$ cat config.mk
export PLATFORM = sky130hd
export DESIGN_NAME = prog_loader
export DESIGN_NICKNAME = d
export VERILOG_FILES = /design/src/rtl/prog_loader.sv
export SDC_FILE = /design/constraint.sdc
export NUM_CORES = 1
export LEC_CHECK = 0
export ABC_AREA = 1
export BUFFER_PORTS_ARGS = -buffer_cell sky130_fd_sc_hd__buf_2
export CAP_MARGIN = 20
export CORE_MARGIN = 5
export CORE_UTILIZATION = 60
export CTS_CLUSTER_DIAMETER = 150
export DETAILED_ROUTE_END_ITERATION = 8
export PLACE_DENSITY = 0.86
export SYNTH_ARGS = -nofsm -noshare
export SYNTH_HDL_FRONTEND = slang
export SYNTH_SLANG_ARGS = --single-unit
$ cat constraint.sdc
create_clock -name clk -period 7.6 [get_ports clk]
set_input_delay 1.52 -clock clk [delete_from_list [all_inputs] [get_ports clk]]
set_output_delay 1.52 -clock clk [all_outputs]
set_load 0.01 [all_outputs]
$ cat src/rtl/prog_loader.sv
// Program-image loader: turns a byte stream (4-byte LE length header, then LE words)
// into sequential imem writes, holding the core until the image is complete.
module prog_loader #(
  parameter  int IMEM_DEPTH = 256,
  localparam int ADDR_W     = $clog2(IMEM_DEPTH)
) (
  input  logic              clk,
  input  logic              rst,
  input  logic              start,
  input  logic              in_valid,
  input  logic [7:0]        in_data,
  output logic              in_ready,
  output logic              imem_we,
  output logic [ADDR_W-1:0] imem_addr,
  output logic [31:0]       imem_wdata,
  output logic              core_hold,
  output logic              load_done,
  output logic              load_err,
  output logic [ADDR_W:0]   instr_count
);

  // S_FIN is the cycle carrying the final imem write; DONE follows it.
  typedef enum logic [2:0] {
    S_IDLE = 3'd0,
    S_LEN  = 3'd1,
    S_DATA = 3'd2,
    S_FIN  = 3'd3,
    S_DONE = 3'd4,
    S_ERR  = 3'd5
  } state_t;

  state_t              state_r, state_nx_s;
  logic                in_ready_r;
  logic [1:0]          bidx_r;
  logic [31:0]         hdr_r;
  logic [31:0]         word_r;
  logic [ADDR_W:0]     widx_r;
  logic                imem_we_r;
  logic [ADDR_W-1:0]   imem_addr_r;
  logic [31:0]         imem_wdata_r;
  logic                core_hold_r;
  logic                load_done_r;
  logic                load_err_r;
  logic [ADDR_W:0]     instr_count_r;

  logic                accept_s;
  logic                last_byte_s;
  logic [31:0]         hdr_nx_s;
  logic [31:0]         word_nx_s;
  logic                last_word_s;

  assign accept_s    = in_valid && in_ready_r;
  assign last_byte_s = (bidx_r == 2'd3);
  assign hdr_nx_s    = {in_data, hdr_r[31:8]};
  assign word_nx_s   = {in_data, word_r[31:8]};
  assign last_word_s = ((widx_r + (ADDR_W+1)'(1)) == hdr_r[ADDR_W:0]);

  // Next-state decode.
  always_comb begin
    state_nx_s = state_r;
    case (state_r)
      S_IDLE, S_DONE, S_ERR: begin
        if (start) state_nx_s = S_LEN;
        else       state_nx_s = state_r;
      end
      S_LEN: begin
        if (accept_s && last_byte_s) begin
          if (hdr_nx_s == 32'd0)                    state_nx_s = S_DONE;
          else if (hdr_nx_s > 32'(IMEM_DEPTH))      state_nx_s = S_ERR;
          else                                      state_nx_s = S_DATA;
        end else begin
          state_nx_s = S_LEN;
        end
      end
      S_DATA: begin
        if (accept_s && last_byte_s && last_word_s) state_nx_s = S_FIN;
        else                                        state_nx_s = S_DATA;
      end
      S_FIN:   state_nx_s = S_DONE;
      default: state_nx_s = S_IDLE;
    endcase
  end

  // State register and registered ready.
  always_ff @(posedge clk or posedge rst) begin
    if (rst) begin
      state_r    <= S_IDLE;
      in_ready_r <= 1'b0;
    end else begin
      state_r    <= state_nx_s;
      in_ready_r <= (state_nx_s == S_LEN) || (state_nx_s == S_DATA);
    end
  end

  // Byte assembly, imem write port and status flags.
  always_ff @(posedge clk or posedge rst) begin
    if (rst) begin
      bidx_r        <= 2'd0;
      hdr_r         <= 32'd0;
      word_r        <= 32'd0;
      widx_r        <= '0;
      imem_we_r     <= 1'b0;
      imem_addr_r   <= '0;
      imem_wdata_r  <= 32'd0;
      core_hold_r   <= 1'b1;
      load_done_r   <= 1'b0;
      load_err_r    <= 1'b0;
      instr_count_r <= '0;
    end else begin
      imem_we_r <= 1'b0;
      case (state_r)
        S_IDLE, S_DONE, S_ERR: begin
          if (start) begin
            bidx_r        <= 2'd0;
            hdr_r         <= 32'd0;
            word_r        <= 32'd0;
            widx_r        <= '0;
            core_hold_r   <= 1'b1;
            load_done_r   <= 1'b0;
            load_err_r    <= 1'b0;
            instr_count_r <= '0;
          end
        end
        S_LEN: begin
          if (accept_s) begin
            hdr_r  <= hdr_nx_s;
            bidx_r <= bidx_r + 2'd1;
            if (last_byte_s) begin
              if (hdr_nx_s == 32'd0) begin
                load_done_r   <= 1'b1;
                core_hold_r   <= 1'b0;
                instr_count_r <= '0;
              end else if (hdr_nx_s > 32'(IMEM_DEPTH)) begin
                load_err_r <= 1'b1;
              end else begin
                widx_r <= '0;
              end
            end
          end
        end
        S_DATA: begin
          if (accept_s) begin
            word_r <= word_nx_s;
            bidx_r <= bidx_r + 2'd1;
            if (last_byte_s) begin
              imem_we_r    <= 1'b1;
              imem_addr_r  <= widx_r[ADDR_W-1:0];
              imem_wdata_r <= word_nx_s;
              widx_r       <= widx_r + (ADDR_W+1)'(1);
            end
          end
        end
        S_FIN: begin
          load_done_r   <= 1'b1;
          core_hold_r   <= 1'b0;
          instr_count_r <= hdr_r[ADDR_W:0];
        end
        default: begin
          core_hold_r <= 1'b1;
        end
      endcase
    end
  end

  assign in_ready    = in_ready_r;
  assign imem_we     = imem_we_r;
  assign imem_addr   = imem_addr_r;
  assign imem_wdata  = imem_wdata_r;
  assign core_hold   = core_hold_r;
  assign load_done   = load_done_r;
  assign load_err    = load_err_r;
  assign instr_count = instr_count_r;

endmodule

==> results of run 1 <==
==> stage by stage <==
step | util (%) | area (µm²) | setup slack [ns] | hold slack, ns
after floorplan | - | 5250 | 2.78 | 0.480
after global placement | 65.2 | 5630 | 4.36 | 0.455
after detailed placement | 65.2 | 5630 | 4.24 | 0.461
after CTS | 71.8 | 6200 | 4.76 | 0.476
after global routing | 72.1 | 6220 | 4.85 | 0.501
final | 72.1 | 6220 | 4.92 | 0.467
==> power breakdown <==
group	switching [mW]	total (mW)	internal (mW)
Combinational	0.309	0.465	0.156
Sequential	0.0771	0.888	0.811
Clock	0.308	0.782	0.473
Total	0.695	2.14	1.44
==> layer usage <==
| layer | global-route usage [%] | wire (µm) |
|---|---|---|
| met5 | 0 | 0 |
| met4 | 9.00 | 390 |
| met3 | 6.22 | 785 |
| met2 | 38.3 | 6060 |
| met1 | 30.8 | 5060 |
==> synthesized netlist by cell type <==
library cell	count
a211oi_1	2
a21oi_1	4
buf_1	5
buf_2	9
buf_4	3
clkbuf_1	6
dfrtp_1	123
dfstp_2	1
ha_1	2
inv_1	87
inv_2	4
nand2_1	134
nand3_1	58
nand3_2	2
nand3b_2	1
nand4_1	3
nor2_1	39
nor2_2	2
nor3_1	1
nor3b_2	1
o211ai_1	1
o21ai_0	45
o21ai_1	33
o21bai_1	1
o22ai_1	32
o31ai_1	1
==> final timing paths <==
check	endpoint	slack, ns	cells past startpoint
worst max-delay path	core_hold	4.92	1
worst min-delay path	imem_addr[6]	0.47	2
worst max register to register	hdr_r[10]	5.37	7
worst min register to register	imem_addr[6]	0.47	2
max in group asynchronous	word_r[30]	5.20	3
min in group asynchronous	hdr_r[24]	1.08	2
==> layout by cell type, fill, tap and decap left out, drive strengths merged <==
cell / synthesis / final
a211oi: 2 / 2
a21oi: 4 / 4
buf: 17 / 69
bufinv: 0 / 2
clkbuf: 6 / 18
clkinv: 0 / 4
clkinvlp: 0 / 1
dfrtp: 123 / 123
dfstp: 1 / 1
ha: 2 / 2
inv: 91 / 98
nand2: 134 / 134
nand3: 60 / 60
nand3b: 1 / 1
nand4: 3 / 3
nor2: 41 / 41
nor3: 1 / 1
nor3b: 1 / 1
o211ai: 1 / 1
o21ai: 78 / 78
o21bai: 1 / 1
o22ai: 32 / 32
o31ai: 1 / 1
==> flip-flops by register name, indices dropped and copies added (netlist names), 2 cells and up <==
register / count
imem_addr: 8
bidx_r: 2
hdr_r: 32
imem_wdata: 32
widx_r: 9
word_r: 24
state_r: 3
instr_count: 9
==> logic make-up after synthesis <==
group / Yosys count
AND/OR/NAND/NOR: 241
adder cells (fa/ha/maj): 2
flip-flops: 124
AO/OA/AOI/OAI: 119
buffers and inverters: 114
==> area by class of cell <==
| type | instances | share of cell area [%] |
|---|---|---|
| flip-flops and latches | 124 | 49.9 |
| inverters | 91 | 5.53 |
| well taps | 108 | 2.17 |
| clock inverters | 14 | 2.51 |
| clock buffers | 18 | 6.71 |
| repair buffers | 69 | 5.91 |
| multi-input cells | 362 | 27.3 |
==> summary.md, run 1 <==
| Metric | Value |
|---|---|
| CTS clk-pin slew, worst paths | `0.06 ns` |
| Row count | `34` |
| CP startpoint | `core_hold` |
| Worst path bufs/invs | `1` |
| Initial core utilization | `60.8%` |
| First-pass GRT wire length | `20.9 mm` |
| Synth warn | `0` |
| Worst min path class | `reg -> reg` |
| Htree depth | `4` |
| Drt first pass iters | `5` |
| Min-delay src | `imem_addr[6]` |
| LEAKAGE | `3.15 nW` |
| Die height | `104 µm` |
| CTS resizes | `0` |
| Final GP Congestion | `0.935` |
| WS Path Type | `reg -> out` |
| Fill cells | `594` |
| Synth-to-layout area growth | `18.6%` |
| Synth Area in Simple Gates | `19.4%` |
| Overall power | `2.14 mW` |
| Post-synth top area share | `58.7%` |
| Nets | `679` |
| Synth Area in Compound Gates | `12.4%` |
| CP delay by family, top | `flip-flops` |
| Worst path max stage delay | `0.53 ns` |
| Synthesized Nets | `614` |
| Worst Tran Pin Value | `1.12 ns` |
| Die Wd | `104 µm` |
| Unrepaired setup endpoints after global routing | `no` |
| Reg-to-Reg Start | `state_r[2]` |
| Synth area leader | `dfrtp_1` |
| TritonCTS Sinks | `124` |
| Fin crit period | `2.68 ns` |
| DP Wirelength | `7.74 mm` |
| Antenna cell count | `0` |
| Mux cell area share after synthesis | `0%` |
| CORE AREA | `8640 µm²` |
| Power Density | `343 nW/µm²` |
| Post-synthesis cell count | `600` |
| Top cells by area, synth | `dfrtp_1 59%, nand2_1 9.6%, inv_1 6.2%` |
| Hold-fix buffers, CTS | `0` |
| CP max FO | `2` |
| Largest family of logic cells by synthesized area | `simple AND/OR/NAND/NOR gates` |
| Slew HR | `25.3%` |
| Mapped cell area | `5250 µm²` |
| Cts bufs inserted | `17` |
| Largest net degree at the start of global routing | `78` |
| Critical Path End Type | `primary output` |
| Register area share after synthesis | `59.2%` |
| CP Launch Type | `register` |
| Post-synthesis adder-cell area fraction | `0.477%` |
| Worst Path Required | `6.08 ns` |
| Clk_lat worst skew | `0.51 ns` |
| CTS tree | `done` |
| Final setup violating endpoints | `0` |
| Clk root buf | `clkbuf_8` |
| Status | `finished clean` |
| Max VDD drop | `0.000205 V` |
| IO Pins | `66` |
| Post-CTS Setup Bufs | `0` |
| Setup TNS | `0 ns` |
| Hold Vio Cnt, Final | `0` |
| Worst endpoint data arrival time | `1.16 ns` |
| Vias in the first global route | `4512` |
| Share of layout cells above drive strength 1 | `16.5%` |
| Crit path cell chain | `buf_2` |
| Placed Instances | `753` |
| Bufs on Longest Clock Path | `2` |
| Antenna viol nets, final | `0` |
| Slowest-stage cell, CP | `dfstp_2` |
| Port bufs | `65` |
| Initial antenna violation count | `0` |
| FMAX | `373 MHz` |
| Via count | `4477` |
| # DRC | `0` |
| Avg Inst Size Synth | `8.75 µm²` |
| Full die area | `10700 µm²` |
| Crit share post-route | `35.3%` |
| Clock Skew | `0.00878 ns` |
| Routed len/inst | `15.6 µm` |
| Multi-input combinational cell area | `1700 µm²` |
| GRT Resource Usage Total | `23.7%` |
| Count of cell types in the netlist | `26` |
| Count of final max-slew check failures | `0` |
| Yosys reg bits | `124` |
| Synth Area in XOR/XNOR | `0%` |
| GR Overflow Total | `0` |
| Detailed Route WL | `12.3 mm` |
| Cell Count, Final, Fillers Out | `786` |
| Initial DRC Count | `361` |
| FF+latch area | `3100 µm²` |
| Max Cap Violations | `0` |
| Vias per inst | `5.70` |
No activity file was read; power rests on OpenSTA's default activity.
==> run 2, diff against run 1 <==
==> config.mk (replaced) <==
export PLATFORM = sky130hd
export DESIGN_NAME = prog_loader
export DESIGN_NICKNAME = d
export VERILOG_FILES = /design/src/rtl/prog_loader.sv
export SDC_FILE = /design/constraint.sdc
export NUM_CORES = 1
export LEC_CHECK = 0
export ABC_AREA = 0
export BUFFER_PORTS_ARGS = -buffer_cell sky130_fd_sc_hd__buf_2
export CAP_MARGIN = 20
export CORE_MARGIN = 5
export CORE_UTILIZATION = 52
export CTS_CLUSTER_DIAMETER = 150
export DETAILED_ROUTE_END_ITERATION = 8
export PLACE_DENSITY = 0.79
export SYNTH_ARGS = -nofsm -noshare
export SYNTH_HDL_FRONTEND = slang
export SYNTH_SLANG_ARGS = --single-unit
==> constraint.sdc (replaced) <==
create_clock -name clk -period 2.2 [get_ports clk]
set_input_delay 0.44 -clock clk [delete_from_list [all_inputs] [get_ports clk]]
set_output_delay 0.44 -clock clk [all_outputs]
set_load 0.01 [all_outputs]
==> summary.md, run 2 <==
| Metric | Value |
|---|---|
| Fraction of registers with async set or reset after synthesis | `100% (unchanged)` |
| Most common flop cell mapped by yosys | `dfrtp_1` |
| Htree depth | `4 (unchanged)` |
| Pre-CTS setup slack | `-0.120 ns (-4.36 ns)` |
| Detailed Route WL | `12.9 mm (+4.9%)` |
| CTS clk-pin slew, worst paths | `0.06 ns (about the same)` |
| Vias in the first global route | `4517 (+0.11%)` |
| Bufs on Longest Clock Path | `2 (unchanged)` |
| Final GP Congestion | `0.886 (-5.2%)` |
| Slew HR | `39.7% (+14 points)` |
| Initial DRC Count | `335 (-7.2%)` |
| Share of layout cells above drive strength 1 | `24.3% (+7.8 points)` |
| Worst endpoint data arrival time | `2.55 ns (+1.39 ns)` |
| Final Hold Slack | `0.0770 ns (-0.390 ns)` |
| Multi-input combinational cell area | `2130 µm² (+25%)` |
| FF+latch area | `3100 µm² (unchanged)` |
| Max Cap Violations | `0 (unchanged)` |
| Clock Skew | `0.0136 ns (+0.00484 ns)` |
| Commonest non-fill, non-tap cells in the layout | `184 x nand2_1, 123 x dfrtp_1, 65 x buf_2, 43 x a22o_1, 31 x buf_4` |
| Full die area | `12500 µm² (+16%)` |
| Synth top cells by count | `184 x nand2_1, 123 x dfrtp_1, 43 x a22o_1` |
| Fin crit period | `2.14 ns` |
| Avg Inst Size Synth | `10.1 µm² (+15%)` |
| Final setup margin | `0.0573 ns (-4.86 ns)` |
| Status | `finished clean` |
| Synthesized Nets | `548 (-11%)` |
| Via count | `4364 (-2.5%)` |
| Critical Path End Type | `register` |
| Final setup violating endpoints | `0 (unchanged)` |
| Placed Instances | `733 (-2.7%)` |
| Drt first pass iters | `4 (-1)` |
| Post-synthesis cell count | `534 (-11%)` |
| CTS tree | `done` |
| Die height | `112 µm (+7.8%)` |
| Synth warn | `0 (unchanged)` |
| CP max FO | `8 (+6)` |
| Initial core utilization | `52.7% (-8.1 points)` |
| Crit share post-route | `97.4%` |
| Max VDD drop | `0.000704 V (+240%)` |
| CP Launch Type | `register` |
| DP Wirelength | `8.55 mm (+10%)` |
| WS Path Type | `reg -> reg` |
| Vias per inst | `5.70 (+0.15%)` |
| Hold Vio Cnt, Final | `0 (unchanged)` |
| Port bufs | `65 (unchanged)` |
| TritonCTS Sinks | `124 (unchanged)` |
| Mapped cell area | `5370 µm² (+2.3%)` |
| LEAKAGE | `3.59 nW (+14%)` |
| Synth-to-layout area growth | `23.9%` |
| Cell Count, Final, Fillers Out | `765 (-2.7%)` |
| Worst min path class | `in -> async` |
| First-pass GRT wire length | `21.9 mm (+4.8%)` |
| Most common cell after layout, fill and taps aside | `nand2_1` |
| Nets | `630 (-7.2%)` |
| Die Wd | `112 µm (+7.8%)` |
| Worst Path Required | `2.60 ns (-3.48 ns)` |
| Largest net degree at the start of global routing | `125 (+60%)` |
| FMAX | `467 MHz` |
| Placed cell area | `6000 µm² (+6.6%)` |
| Worst path max stage delay | `0.56 ns (+0.03 ns)` |
| Fin area | `6650 µm² (+6.9%)` |
| Fill cells | `793 (+34%)` |
| Row count | `37 (+8.8%)` |
| GRT Resource Usage Total | `22.0% (-1.7 points)` |
| Synth area leader | `dfrtp_1` |
| Top cells by area, synth | `dfrtp_1 57%, nand2_1 13%, a22o_1 7.0%` |
| Crit path cell chain | `or4_4 > or3_1 > nor4_4 > o31ai_4 > a22o_1` |
| Cts bufs inserted | `17 (unchanged)` |
| Antenna cell count | `0 (unchanged)` |
| Overall power | `7.48 mW (+250%)` |
| Yosys reg bits | `124 (unchanged)` |
| Slowest-stage cell, CP | `or4_4` |
| Post-synth top area share | `57.3% (-1.3 points)` |
| Antenna viol nets, final | `0 (unchanged)` |
| Clk root buf | `clkbuf_8` |
| IO Pins | `66 (unchanged)` |
| Initial antenna violation count | `0 (unchanged)` |
| Routed len/inst | `16.8 µm (+7.8%)` |
| GR Overflow Total | `0 (unchanged)` |
| Hold-fix buffers, CTS | `0 (unchanged)` |
| Clk_lat worst skew | `0.52 ns (about the same)` |
| Power Density | `1120 nW/µm² (+230%)` |
| Count leader, synth | `nand2_1` |
| Register area share after synthesis | `57.8% (-1.3 points)` |
| Count of final max-slew check failures | `0 (unchanged)` |
| # DRC | `0 (unchanged)` |
| Worst Tran Pin Value | `0.905 ns (-0.213 ns)` |
| Post-synth EDFFs | `0 (unchanged)` |
| Count of cell types in the netlist | `54 (+110%)` |
| CORE AREA | `10200 µm² (+18%)` |
[run 2: changes by cell type after synthesis, sizes merged, moves of 8 or more]
cell / change
clkbuf: +19
o22ai: -29
mux2: +8
nand2: +50
o21ai: -70
inv: -85
nand3: -31
xnor2: +8
nor4: +9
nor2: -33
nor3: +12
a22o: +43
[run 2: logic make-up (layout without fill, tap and decap cells)]
kind of cell | Yosys count | after routing | synth area share [%]
and+or+nand+nor | 269 | 269 | 22.5
DFF | 124 | 124 | 57.8
AOI/OAI and AO/OA | 78 | 78 | 12.4
buffers and inverters | 41 | 136 | 3.08
xor gates and xnor gates | 11 | 11 | 1.80
muxes | 9 | 9 | 1.86
adders and majority gates | 2 | 2 | 0.466
[run 2: where the power goes]
part / total [mW] / internal, mW / switching, mW
clock network: 2.91 / 1.86 / 1.05
logic: 1.59 / 0.726 / 0.869
registers: 2.97 / 2.63 / 0.345
[run 2: worst max-delay path: cells and delay by family (launching register included)]
family | cells | cell delay (ns)
simple gates | 3 | 1.23
flops | 1 | 0.40
compound gates | 2 | 0.40
[run 2: path summary, 6_finish.rpt]
kind | from | endpoint | slack [ns] | cells after the start
setup reg to reg | hdr_r[15] | instr_count[4] | 0.06 | 5
min in group clk | in_data[4] | imem_wdata[28] | 0.19 | 3
hold / removal | rst | imem_wdata[6] | 0.08 | 3
hold reg to reg | imem_wdata[12] | imem_wdata[12] | 0.47 | 2
setup / recovery | hdr_r[15] | instr_count[4] | 0.06 | 5
max in group asynchronous | rst | hdr_r[14] | 1.63 | 3
[run 2: per-layer routing]
metal  vias to the layer above  wire (µm)  track usage, %
met3                        39        645            6.25
met4                         0        369            10.7
met5                         -          0               0
li1                       2008          -               -
met2                       137       6450            36.1
met1                      2180       5420            26.8
[run 2: repair_timing]
action	in CTS	in global routing
setup buffers	0	0
setup endpoints to repair	0	13
resized for setup	0	4
[run 2: area by class of cell]
class                      instances  area share (%)
sequential                       124            46.7
multi-input combinational        369            32.0
timing repair buffer              98            8.99
clock buffer                      18            6.28
clock inverter                    14            3.10
tap                              136            2.56
inverter                           6           0.395
[run 2: metrics by stage]
| step | utilization [%] | setup TNS [ns] |
|---|---|---|
| 5_1_grt | 65.3 | -0.0158 |
| 6_report | 65.3 | 0 |
| 3_5_place_dp | 58.9 | -1.51 |
| 2_1_floorplan | - | 0 |
| 4_1_cts | 65.1 | 0 |
| 3_3_place_gp | 58.9 | -1.61 |
